`config.mk`:
```
export PLATFORM = sky130hd
export DESIGN_NAME = serial_to_parallel_rx
export DESIGN_NICKNAME = d
export VERILOG_FILES = /design/src/rtl/serial_to_parallel_rx.sv
export SDC_FILE = /design/constraint.sdc
export NUM_CORES = 1
export LEC_CHECK = 0
export BUFFER_PORTS_ARGS = -buffer_cell sky130_fd_sc_hd__clkbuf_2
export CORE_MARGIN = 2
export CORE_UTILIZATION = 60
export DETAILED_ROUTE_END_ITERATION = 7
export PLACE_DENSITY_LB_ADDON = 0.12
export RECOVER_POWER = 100
export SYNTH_ARGS = -nofsm -noshare
export SYNTH_HDL_FRONTEND = slang
export SYNTH_SLANG_ARGS = --single-unit
```
`constraint.sdc`:
```
create_clock -name clk_8f -period 3.05 [get_ports clk_8f]
set_clock_uncertainty 0.05 [all_clocks]
set_input_delay 0.4575 -clock clk_8f [delete_from_list [all_inputs] [get_ports clk_8f]]
set_output_delay 0.4575 -clock clk_8f [all_outputs]
set_load 0.01 [all_outputs]
```
`src/rtl/serial_to_parallel_rx.sv`:
```
// Receive-side deserializer for one PCIe lane: finds byte alignment by locking
// onto repeated COM symbols, then presents each aligned byte with a payload flag.
module serial_to_parallel_rx #(
  parameter logic [7:0]  COM        = 8'hBC,
  parameter logic [7:0]  IDL        = 8'h7C,
  parameter int unsigned LOCK_COUNT = 4
) (
  input  logic       clk_8f,
  input  logic       reset_L,
  input  logic       data_in,
  output logic [7:0] data_out,
  output logic       valid_out,
  output logic       active
);

  typedef enum logic [1:0] {
    SEARCH  = 2'd0,
    LOCKING = 2'd1,
    ACTIVE  = 2'd2
  } state_t;

  localparam logic [3:0] LOCK_CNT = 4'(LOCK_COUNT);

  state_t     state_q,   state_d;
  logic [7:0] sr_q,      sr_d;
  logic [2:0] bit_cnt_q, bit_cnt_d;
  logic [3:0] com_cnt_q, com_cnt_d;
  logic [7:0] data_q,    data_d;
  logic       valid_q,   valid_d;
  logic       active_q,  active_d;

  logic [7:0] cand;
  logic       cand_is_com;
  logic       boundary;
  logic [3:0] com_cnt_inc;

  assign cand        = {sr_q[6:0], data_in};
  assign cand_is_com = (cand == COM);
  assign boundary    = (bit_cnt_q == 3'd7);
  assign com_cnt_inc = com_cnt_q + 4'd1;

  always_comb begin
    state_d   = state_q;
    sr_d      = cand;
    bit_cnt_d = bit_cnt_q;
    com_cnt_d = com_cnt_q;
    data_d    = data_q;
    valid_d   = valid_q;
    active_d  = active_q;

    case (state_q)
      SEARCH: begin
        if (cand_is_com) begin
          bit_cnt_d = 3'd0;
          com_cnt_d = 4'd1;
          state_d   = LOCKING;
        end
      end

      LOCKING: begin
        bit_cnt_d = bit_cnt_q + 3'd1;
        // Only boundary-aligned COMs count; any other boundary byte restarts the hunt.
        if (boundary) begin
          if (cand_is_com) begin
            com_cnt_d = com_cnt_inc;
            if (com_cnt_inc == LOCK_CNT) begin
              state_d  = ACTIVE;
              active_d = 1'b1;
            end
          end else begin
            com_cnt_d = 4'd0;
            state_d   = SEARCH;
          end
        end
      end

      ACTIVE: begin
        bit_cnt_d = bit_cnt_q + 3'd1;
        if (boundary) begin
          data_d  = cand;
          valid_d = (cand != COM) && (cand != IDL);
        end
      end

      default: begin
        state_d   = SEARCH;
        com_cnt_d = 4'd0;
        active_d  = 1'b0;
      end
    endcase
  end

  always_ff @(posedge clk_8f or negedge reset_L) begin
    if (!reset_L) begin
      state_q   <= SEARCH;
      sr_q      <= 8'h00;
      bit_cnt_q <= 3'd0;
      com_cnt_q <= 4'd0;
      data_q    <= 8'h00;
      valid_q   <= 1'b0;
      active_q  <= 1'b0;
    end else begin
      state_q   <= state_d;
      sr_q      <= sr_d;
      bit_cnt_q <= bit_cnt_d;
      com_cnt_q <= com_cnt_d;
      data_q    <= data_d;
      valid_q   <= valid_d;
      active_q  <= active_d;
    end
  end

  assign data_out  = data_q;
  assign valid_out = valid_q;
  assign active    = active_q;

endmodule

```
## Word-level counts from Yosys, hierarchy flattened

Cells that the tools add are included.

- Bits in registers: 26
- Output and inout bits: 10
- Logic and storage cells: 48

- Add/subtract/negate cells: 2
- Equal/unequal tests: 12
- Multiplexer cells: 15
- Bitwise operators: 2
- Reductions and logical operators: 10

Operators by type and width:

| kind | number |
|---|---|
| $mux W4 | 3 |
| $pmux W4 S3 | 1 |
| $eq A8 B8 Y1 const B | 1 |
| $mux W2 | 4 |
| $ne A2 B2 Y1 const B | 4 |
| $ne A8 B7 Y1 const B | 1 |
| $ne A8 B8 Y1 const B | 1 |
| $reduce_and A4 Y1 | 2 |
| $pmux W2 S3 | 1 |
| $pmux W3 S2 | 1 |
| $add A4 B1 Y4 const B | 1 |
| $eq A4 B3 Y1 const B | 1 |
| $reduce_and A2 Y1 | 2 |
| $reduce_or A2 Y1 | 2 |
| $add A3 B1 Y3 const B | 1 |
| $eq A3 B3 Y1 const B | 1 |
| $mux W1 | 3 |
| $mux W3 | 1 |
| $ne A3 B3 Y1 const B | 1 |
| $reduce_and A3 Y1 | 1 |
| $eq A2 B1 Y1 const B | 1 |
| $eq A2 B2 Y1 const B | 1 |
| $logic_not A2 Y1 | 1 |
| $not A1 Y1 | 2 |
| other kinds (3) | 3 |

## Logic depth before layout (Yosys ltp)

- Depth in word-level cells: 6
- Mapped depth: 7
- Depth with buffers taken out: 6

## Least setup slack after synthesis

No wires, ideal clock.

- Path type: input to register
- Start: input data_in
- End: register bit_cnt_q[0]
- Data arrival time: 1.465 ns
- Required time: 2.875 ns
- Setup slack: 1.410 ns
- Stages on the path: 4
- Path buffers: 0
- Cell sequence: nand4bb_4 o21ai_1 and2b_1 mux2_2

- Cells in the longest elaborated chain, start to end: 3

RTL lines:

| element | RTL line | RTL |
|---|---|---|
| start: declaration | 10 | `input logic data_in,` |
| $eq A8 B8 Y1 | 38 | `assign cand_is_com = (cand == COM);` |
| $ne A2 B2 Y1 (no line) | -- |  |
| $reduce_and A2 Y1 (no line) | -- |  |
| end signal: assignment | 105 | `bit_cnt_q <= bit_cnt_d;` |
| end: declaration | 26 | `logic [2:0] bit_cnt_q, bit_cnt_d;` |

Every way passes these cells.
A chain may end at the register's enable or synchronous reset.

## Worst setup path in the final report

- Start: register state_q[1]
- End: register com_cnt_q[2]

- Cells in the longest elaborated chain, start to end: 3
- Elaborated cells between the ends (all ways): 8
- Those cells by class: eq/ne: 4; mux: 1; bitwise: 1; reduce/logical: 2

RTL lines:

| element | RTL line | RTL |
|---|---|---|
| start: declaration | 24 | `state_t state_q, state_d;` |
| start signal: assignment | 103 | `state_q <= state_d;` |
| $eq A2 B1 Y1, or another cell as far along | 51 | `case (state_q)` |
| $ne A2 B2 Y1 (no line) / $not A1 Y1 (equally long branches) | -- |  |
| $reduce_and A3 Y1 (no line) | -- |  |
| end signal: assignment | 106 | `com_cnt_q <= com_cnt_d;` |
| end: declaration | 27 | `logic [3:0] com_cnt_q, com_cnt_d;` |

Several ways; a longest one is shown, not always the timed one.

==> load_flow_metrics.sql <==
INSERT INTO impl_metrics (metric_group, metric, value, unit) VALUES
('detailed_routing', 'first_drt_pass_iteration_count', '4', ''),
('synth', 'yosys_warnings', '0', ''),
('detailed_routing', 'routed-via-count', '770', ''),
('detailed_routing', 'wl_per_cell', '14.1', 'um'),
('detailed_routing', 'ant_nets', '0', ''),
('die', 'initial_core_util', '0.622', ''),
('clocking', 'count_of_hold_buffers_inserted_by_post_cts_repair', '0', ''),
('global_routing', 'via_count_of_the_first_global_routing_pass', '782', ''),
('power_and_ir_drop', 'p_clk_frac', '0.280', ''),
('worst_hold_path', 'min_delay_path_depth', '1', ''),
('global_routing', 'grt_first_pass_wirelength', '3570', 'um'),
('clocking', 'cts_setup_buffers', '0', ''),
('die', 'io_pins', '13', ''),
('detailed_routing', 'route.detailed.vias_per_inst', '5.58', ''),
('timing', 'setup_ws', '1190', 'ps'),
('critical_path', 'cp.required', '3270', 'ps'),
('synth', 'netlist_area', '0.00119', 'mm2'),
('cells_and_area', 'final-instance-count-excl-fill', '138', ''),
('timing', 'hold_viol_final', '0', ''),
('detailed_routing', 'detail_route.wirelength', '1940', 'um'),
('critical_path', 'crit_path_max_fanout', '7', ''),
('global_routing', 'aggregate_global_routing_overflow', '0', ''),
('synth', 'synth-xor-area-share', '0.00733', ''),
('critical_path', 'reg2reg_to', 'com_cnt_q[2]$_DFFE_PN0P_', ''),
('power_and_ir_drop', 'netSwitchingFraction', '0.290', ''),
('power_and_ir_drop', 'pwr_density_cell', '627', 'mW/mm2'),
('critical_path', 'timing.setup.critical_path_class', 'reg2reg', ''),
('power_and_ir_drop', 'seq_power_share', '0.495', ''),
('placed_design', 'place_inst', '134', ''),
('placed_design', 'place_worst_setup_slack', '1170', 'ps'),
('synth', 'synth.yosys.seq_area_share', '0.545', ''),
('clocking', 'clock_tree.root_cell', 'clkbuf_4', ''),
('die', 'core_region_area', '0.00192', 'mm2'),
('die', 'die-area', '0.00236', 'mm2'),
('global_routing', 'global_route.usage.total', '0.195', ''),
('die', 'dieWidth', '48.6', 'um'),
('critical_path', 'crit_start', 'state_q[1]$_DFFE_PN0P_', ''),
('job', 'drv.max_cap_violation_count', '0', ''),
('clocking', 'cts_max_level', '1', ''),
('cells_and_area', 'finish.net_count', '123', ''),
('critical_path', 'worst-r2r-setup-slack', '1190', 'ps'),
('synth', 'synth_simple_gate_area_share', '0.127', ''),
('clocking', 'ctsLongestPathBuffers', '2', ''),
('timing', 'transition_at_the_pin_with_the_smallest_max_transition_slack', '1310', 'ps'),
('cells_and_area', 'seq_area', '651', 'um2'),
('critical_path', 'worstPathCellList', 'inv_1, ha_1, inv_1, or3_1, o211ai_1, a22o_1', ''),
('synth', 'cells_after_synth', '96', ''),
('timing', 'setup_viol', '0', ''),
('clocking', 'worst_setup_hold_path_clk_slew', '130', 'ps'),
('outcome', 'outcome', 'completed', ''),
('critical_path', 'reg2regPathDepth', '6', ''),
('power_and_ir_drop', 'power_switching', '0.240', 'mW'),
('synth', 'synth_seq_cells', '26', ''),
('critical_path', 'arrival', '2080', 'ps'),
('power_and_ir_drop', 'static-leakage-power', '0.596', 'nW'),
('synth', 'syn_nets', '107', ''),
('synth', 'synth.distinct_cells', '33', ''),
('critical_path', 'worst_path_most_repeated_cell', 'inv_1', ''),
('power_and_ir_drop', 'internal-power', '0.588', 'mW'),
('synth', 'combinational_family_with_the_most_area_after_synthesis', 'simple AND/OR/NAND/NOR gates', ''),
('cells_and_area', 'fill_cell_instance_count_of_the_final_layout', '158', ''),
('cells_and_area', 'layout-drive-gt1-share', '0.126', ''),
('worst_hold_path', 'hold_path_end', 'sr_q[0]$_DFF_PN0_', ''),
('critical_path', 'setup.worst_path.end_class', 'register', ''),
('timing', 'finalWorstPathRequiredPeriod', '1860', 'ps'),
('timing', 'finalCritPeriodShare', '0.610', ''),
('cells_and_area', 'area.growth.synth_to_final', '10.6', '%'),
('cells_and_area', 'final_core_util', '0.688', ''),
('timing', 'clock.fmax', '538', 'MHz'),
('power_and_ir_drop', 'combinationalPowerShare', '0.225', ''),
('clocking', 'num_cts_buffers', '3', '');
==> registers in the layout (all words and copies together) (netlist names) <==
register	flops
valid_out	1
bit_cnt_q	3
active	1
data_out	8
com_cnt_q	4
state_q	2
sr_q	7
==> Yosys cell counts, drive strengths merged <==
master	number	area, um2
nand3b	1	7.51
nor3b	1	12.5
o21ai	3	15.0
nand2	5	18.8
or3	1	6.26
or4bb	1	11.3
mux2i	2	20.0
xor2	1	8.76
and2	1	6.26
a21oi	6	30.0
nor2	2	7.51
a22o	1	8.76
buf	1	5.00
a31oi	2	12.5
o221ai	1	8.76
nor3	1	5.00
nand3	1	5.00
mux2	9	101
nand4	2	12.5
nand4b	1	8.76
a21boi	1	7.51
o21a	2	15.0
inv	8	30.0
nor2b	1	6.26
a211oi	1	7.51
nand4bb	1	27.5
and3b	1	8.76
and2b	1	7.51
o31ai	1	7.51
dfrtp	26	651
ha	8	100
o211ai	2	15.0
==> worst max path at each step <==
stage / to / slack [ps] / cells after the start
final: com_cnt_q[2]$_DFFE_PN0P_ / 1190 / 6
after CTS: state_q[0]$_DFFE_PN0P_ / 1200 / 5
after global routing: state_q[0]$_DFFE_PN0P_ / 1020 / 5
after global placement: state_q[0]$_DFFE_PN0P_ / 1240 / 5
after floorplan: bit_cnt_q[0]$_DFFE_PN0P_ / 1410 / 4
after detailed placement: bit_cnt_q[0]$_DFFE_PN0P_ / 1170 / 5
==> layout make-up <==
class                   count  share of cell area
flip-flops and latches     26               0.492
multi-input cells          61               0.385
repair buffers             12              0.0341
well taps                  27              0.0256
clock inverters             1              0.0227
inverters                   8              0.0227
clock buffers               3              0.0170
==> worst max-delay path: cells and delay by family, from the launching register on <==
kind	cells	cell delay (ps)
and+or+nand+nor	1	490
DFF	1	450
AOI/OAI and AO/OA	2	400
adders and majority gates	1	250
buffers and inverters	2	170
==> layer usage <==
metal / up-vias / part of all wire / track usage
li1: 374 / - / -
met1: 379 / 0.43 / 0.250
met2: 15 / 0.53 / 0.342
met3: 2 / 0.032 / 0.0278
met4: 0 / 0.0072 / 0.0571
met5: - / 0 / 0
==> power by group through the flow <==
stage / combinational [mW] / clock (mW) / sequential (mW)
after floorplan: 0.145 / 0 / 0.409
after global placement: 0.179 / 0 / 0.414
after detailed placement: 0.190 / 0 / 0.417
after CTS: 0.191 / 0.237 / 0.410
after global routing: 0.214 / 0.254 / 0.414
final: 0.187 / 0.232 / 0.410
==> cells in the final DEF (no fill, tap or decap), types with 3 or more instances in the layout <==
master and instances:
o21ai_0 3, nand2_1 5, mux2_2 8, a21oi_1 6
ha_1 8, inv_1 8, clkbuf_4 3, dfrtp_1 26
clkbuf_1 12
==> stage by stage <==
stage / hold WS (ps) / instance area [um2] / power [mW]
2_1_floorplan: 112 / 1190 / 0.554
3_3_place_gp: 346 / 1280 / 0.593
3_5_place_dp: 352 / 1280 / 0.608
4_1_cts: 88.7 / 1340 / 0.838
5_1_grt: 193 / 1320 / 0.883
6_report: 216 / 1320 / 0.828
==> cells by family after synthesis <==
family | Yosys count
AOI/OAI and AO/OA | 20
xor gates and xnor gates | 1
adders and majority gates | 8
buffers and inverters | 9
DFF | 26
muxes | 11
and+or+nand+nor | 21
Note: power is estimated with default switching activity, not from simulation.
